`config.mk`:
```
export PLATFORM = sky130hd
export DESIGN_NAME = pattern_pixel
export DESIGN_NICKNAME = d
export VERILOG_FILES = /design/src/rtl/pattern_pkg.sv /design/src/rtl/pattern_pixel.sv
export SDC_FILE = /design/constraint.sdc
export NUM_CORES = 1
export LEC_CHECK = 0
export CAP_MARGIN = 10
export CORE_MARGIN = 2
export CORE_UTILIZATION = 24
export DETAILED_ROUTE_END_ITERATION = 16
export MAX_ROUTING_LAYER = met4
export PLACE_DENSITY = 0.91
export SYNTH_ARGS = -nofsm -noshare
export SYNTH_HDL_FRONTEND = slang
export SYNTH_SLANG_ARGS = --single-unit
export TNS_END_PERCENT = 5
```
`constraint.sdc`:
```
create_clock -name vclk -period 2.5
set_input_delay 0.5 -clock vclk [all_inputs]
set_output_delay 0.5 -clock vclk [all_outputs]
set_load 0.01 [all_outputs]
```
`src/rtl/pattern_pkg.sv`:
```
// Shared encodings, bar colour table and FSM state type for the test-pattern writer.
package pattern_pkg;

    localparam logic [1:0] MODE_BARS  = 2'd0;
    localparam logic [1:0] MODE_SOLID = 2'd1;
    localparam logic [1:0] MODE_CHECK = 2'd2;
    localparam logic [1:0] MODE_GRAD  = 2'd3;

    localparam logic [23:0] BAR_C0 = 24'hC0C0C0;
    localparam logic [23:0] BAR_C1 = 24'hC0C000;
    localparam logic [23:0] BAR_C2 = 24'h00C0C0;
    localparam logic [23:0] BAR_C3 = 24'h00C000;
    localparam logic [23:0] BAR_C4 = 24'hC000C0;
    localparam logic [23:0] BAR_C5 = 24'hC00000;
    localparam logic [23:0] BAR_C6 = 24'h0000C0;
    localparam logic [23:0] BAR_C7 = 24'hFFFFFF;

    typedef enum logic [1:0] {
        ST_IDLE  = 2'd0,
        ST_WRITE = 2'd1,
        ST_DONE  = 2'd2
    } state_e;

    // Colour-bar lookup: eight equal-width vertical bars across the frame.
    function automatic logic [23:0] bar_color(input logic [2:0] idx);
        logic [23:0] c;
        case (idx)
            3'd0:    c = BAR_C0;
            3'd1:    c = BAR_C1;
            3'd2:    c = BAR_C2;
            3'd3:    c = BAR_C3;
            3'd4:    c = BAR_C4;
            3'd5:    c = BAR_C5;
            3'd6:    c = BAR_C6;
            default: c = BAR_C7;
        endcase
        return c;
    endfunction

endpackage

```
`src/rtl/pattern_pixel.sv`:
```
// Combinational pixel function: (x, y, mode, colours) -> 24-bit RGB.
module pattern_pixel
    import pattern_pkg::*;
#(
    parameter int unsigned XW   = 5,
    parameter int unsigned YW   = 5,
    parameter int unsigned CELL = 4
) (
    input  logic [XW-1:0] x_i,
    input  logic [YW-1:0] y_i,
    input  logic [1:0]    mode_i,
    input  logic [23:0]   color_a_i,
    input  logic [23:0]   color_b_i,
    output logic [23:0]   pixel_o
);

    localparam int unsigned CW = $clog2(CELL);

    logic [7:0]    grad;
    logic [XW-1:0] x_cell;
    logic [YW-1:0] y_cell;

    // Gradient ramp: the top eight bits of x, or x left-justified into 8 bits for narrow frames.
    if (XW >= 8) begin : g_grad_wide
        assign grad = x_i[XW-1 -: 8];
    end else begin : g_grad_narrow
        assign grad = 8'(x_i) << (8 - XW);
    end

    // Cell coordinates; a shift past the coordinate width correctly yields zero.
    assign x_cell = x_i >> CW;
    assign y_cell = y_i >> CW;

    // Pattern select.
    always_comb begin
        pixel_o = 24'h000000;
        case (mode_i)
            MODE_BARS:  pixel_o = bar_color(x_i[XW-1 -: 3]);
            MODE_SOLID: pixel_o = color_a_i;
            MODE_CHECK: pixel_o = (x_cell[0] ^ y_cell[0]) ? color_b_i : color_a_i;
            default:    pixel_o = {grad, grad, grad};
        endcase
    end

endmodule

```
* After elaboration in Yosys (flattened, before gate mapping)
Index checks and enable logic that the tools add are counted.
Widths: inputs -> output; s select.
** Word-level totals
- Output and inout bits :: 24
- Input port bits :: 60
- Word-level logic and storage cells :: 14
- Flip-flop bits (word level) :: 0
** Cells by class
- Muxes and demuxes :: 3
- Reductions and logical operators :: 2
- Bitwise operators :: 1
- Equal/unequal tests :: 8
** Operator list (count)
- $pmux 24 s7 :: 1
- $pmux 24 s3 :: 1
- $mux 24 :: 1
- $eq 3x3->1 const B :: 3
- $eq 3x2->1 const B :: 2
- $eq 3x1->1 const B :: 1
- $logic_not 3->1 :: 1
- $eq 2x1->1 const B :: 1
- $eq 2x2->1 const B :: 1
- $logic_not 2->1 :: 1
- $xor 1x1->1 :: 1

* Depth between registers and ports, before layout
- Word-level depth :: 3
- Depth in mapped cells :: 5
- Gate-level depth less buffers :: 3

* Least setup slack after synthesis
Ideal clock, no wire load.
- Path kind :: in2out
- Start :: input y_i[2]
- End :: output pixel_o[14]
- Stages on the path :: 3
- Arrival time :: 1617 ps
- Data required time :: 2000 ps
- Path slack :: 383 ps
- Buffers on the path :: 0
- Cell sequence :: xor2_4 mux2_2 mux4_2
** On the way
- Word-level cells in the longest chain between the ends :: 3
** RTL lines
- start, declared :: line pattern_pixel.sv:10 : input logic [YW-1:0] y_i,
- $xor 1x1->1 :: line pattern_pixel.sv:40 : MODE_CHECK: pixel_o = (x_cell[0] ^ y_cell[0]) ? color_b_i : color_a_i;
- $mux 24 :: line pattern_pixel.sv:40
- $pmux 24 s3 :: line pattern_pixel.sv:37 : case (mode_i)
- end, declared :: line pattern_pixel.sv:14 : output logic [23:0] pixel_o
Every way passes these cells.

* Worst setup path in the final report
- Start :: input x_i[2]
- End :: output pixel_o[15]
** On the way
- Word-level cells in the longest chain between the ends :: 3
- Elaborated cells on any way between the ends :: 11
** RTL lines
- start, declared :: line pattern_pixel.sv:9 : input logic [XW-1:0] x_i,
- $eq 3x3->1, or another cell as far along :: line pattern_pkg.sv:27 : case (idx)
- $pmux 24 s7 / $mux 24 (equally long branches) :: line pattern_pkg.sv:27, pattern_pixel.sv:40
- $pmux 24 s3 * :: line pattern_pixel.sv:37
Every way passes the cells marked *; elsewhere a longest branch is shown, timed or not.

==> flow_summary.ini <==
[worst_setup_path]
end_kind = primary output
cp-start-kind = input pin
critPathTopFamily = multiplexers
cp.required_ns = 2.00
cp_common_cell = buf_6
critPathArrivalTime_ns = 1.98
critPathMaxStageDelay_ns = 0.46
crit_chain = buf_2 > xor2_4 > buf_6 > buf_4 > mux2_2 > mux4_2 > buf_6
critPathSlowestCell = mux4_2
crit_fanout = 3
worstSetupPathType = in2out
timing.critical_path.buf_inv = 4

[job]
maxCapViolCount = 0

[final_layout]
nClkBuffers = 0
register_area_um2 = 0
fin_util_pct = 67.65
drive_above_1_share_pct = 27.81
n_antenna_cell = 0
design.seq.count = 0
final_nets = 213
area_growth_pct = 168.8

[route]
routed_wl_mm = 3.194
drt_iter0_markers = 24
vias_per_cell = 5.374
first_pass_iters = 4
wl_per_cell_um = 17.84
postRouteAntennaNets = 0
num_vias = 962
drc = 0

[timing]
finalSetupViolCount = 0
worstMarginPinSlew_ns = 0.3157
min_period_ns = 2.482
hold_violations = 0
tns_ns = 0
final.period_utilization_pct = 99.28
max_freq_mhz = 402.9
rsz0062_at_grt = true
relSlewSlack_pct = 78.95
drv_slew = 0
whs_ns = 1.699
worst_slack_ns = 0.01806

[yosys]
netlist_area_um2 = 556.8
yosysSeqAreaShare_pct = 0
synth.avg_cell_area_um2 = 9.437
synth_cell_types = 21
ys_warn_count = 0
synth_cells = 59
synth_nets = 119

[global_routing]
gr-total-overflow = 0
grt_usage_pct = 23.51
antenna_found_initial = 0
grt_pass1_wl_mm = 4.678
grt_pass1_vias = 954
grt_max_degree = 19

[clocking]
hold_buffers = 0

[pwr]
netSwitchingFraction_pct = 37.03
switchingPower_uw = 117.2
combPwrFrac_pct = 100.0
leakagePower_nw = 0.6402
power_density_nw_per_um2 = 211.5
fin_total_pwr_uw = 316.5
peakVddDrop_v = 0.0001265
internal_power_uw = 199.3
clkPwrFrac_pct = 0
p_seq_share_pct = 0

[floorplanning]
io_pins = 84
rows = 17
die_w_um = 52.17
die_h_um = 52.17
die_area_um2 = 2721
core_um2 = 2212
start_util_pct = 25.17

[placed_design]
pre_cts_slack_ns = -0.6547
hpwl_mm = 2.526
port_buffers = 80
gp_congestion = 0.7211

[hold_path]
hold_class = in2out

[run_status]
status = completed
==> repair_timing <==
item,4_1_cts,5_1_grt
gates resized for setup,53,16
buffers inserted,3,2
endpoints found under the hold margin,0,0
setup endpoints to repair,24,22
cloned,1,0
pin swaps,2,1
==> power groups by stage <==
stage               Sequential, mW  Combinational (mW)  Clock (mW)
floorplan                        0               0.122           0
global placement                 0               0.312           0
detailed placement               0               0.319           0
CTS                              0               0.305           0
global route                     0               0.336           0
finish                           0               0.316           0
==> synthesized netlist by cell type (all sizes together) (2+ instances only) <==
cell type   n  area (µm²)
nand3       2       10.01
mux2i       2       20.02
o21ai       3       26.28
o211ai      2       15.01
a221o      18       180.2
nand2b      2       12.51
mux2        6       67.56
nand2       8       30.03
mux4        4       90.09
buf         4       33.78
==> kinds of logic (layout without fill, tap and decap cells) <==
| logic type | Yosys count | in the layout | synth area share [%] |
|---|---|---|---|
| buf+inv | 6 | 98 | 7.414 |
| simple gates | 15 | 15 | 13.26 |
| compound gates | 25 | 25 | 42.47 |
| mux | 12 | 12 | 31.91 |
| xor+xnor | 1 | 1 | 4.944 |
==> stage by stage <==
step / cells / cell area, µm²
floorplan: 59 / 556.8
global placement: 173 / 1438
detailed placement: 173 / 1438
CTS: 177 / 1480
global route: 179 / 1496
finish: 179 / 1496
==> cells in the final DEF, fill, tap and decap left out, types with 2 or more instances in the layout <==
cell type	Yosys	layout
clkbuf_2	0	3
o211ai_1	2	2
clkdlybuf4s15_1	0	7
buf_2	0	3
buf_6	2	3
dlygate4sd2_1	0	16
buf_4	1	14
nand3_1	2	2
mux4_2	4	4
clkdlybuf4s50_1	0	50
a221o_1	18	18
mux2_2	6	6
mux2i_1	2	2
nand2_1	8	8
==> worst paths after layout <==
path	endpoint	slack [ns]	cells past startpoint	startpoint
min	pixel_o[23]	1.70	4	mode_i[1]
max	pixel_o[15]	0.02	7	x_i[2]
==> area by class of cell <==
type                       instances  area, µm²
timing repair buffer              97      899.6
tap                               28      35.03
fill                             179      715.7
multi-input combinational         53      558.0
inverter                           1      3.754
==> layer usage <==
layer,up-vias,global-route usage [%],share of wire [%],routed length [µm]
met1,450,23.04,33,1052
met3,10,6.034,11,354
met2,58,43.25,52,1654
li1,444,-,-,-
met4,0,10.68,4.1,132
met5,-,-,0,0
Note: power is estimated with default switching activity, not from simulation.
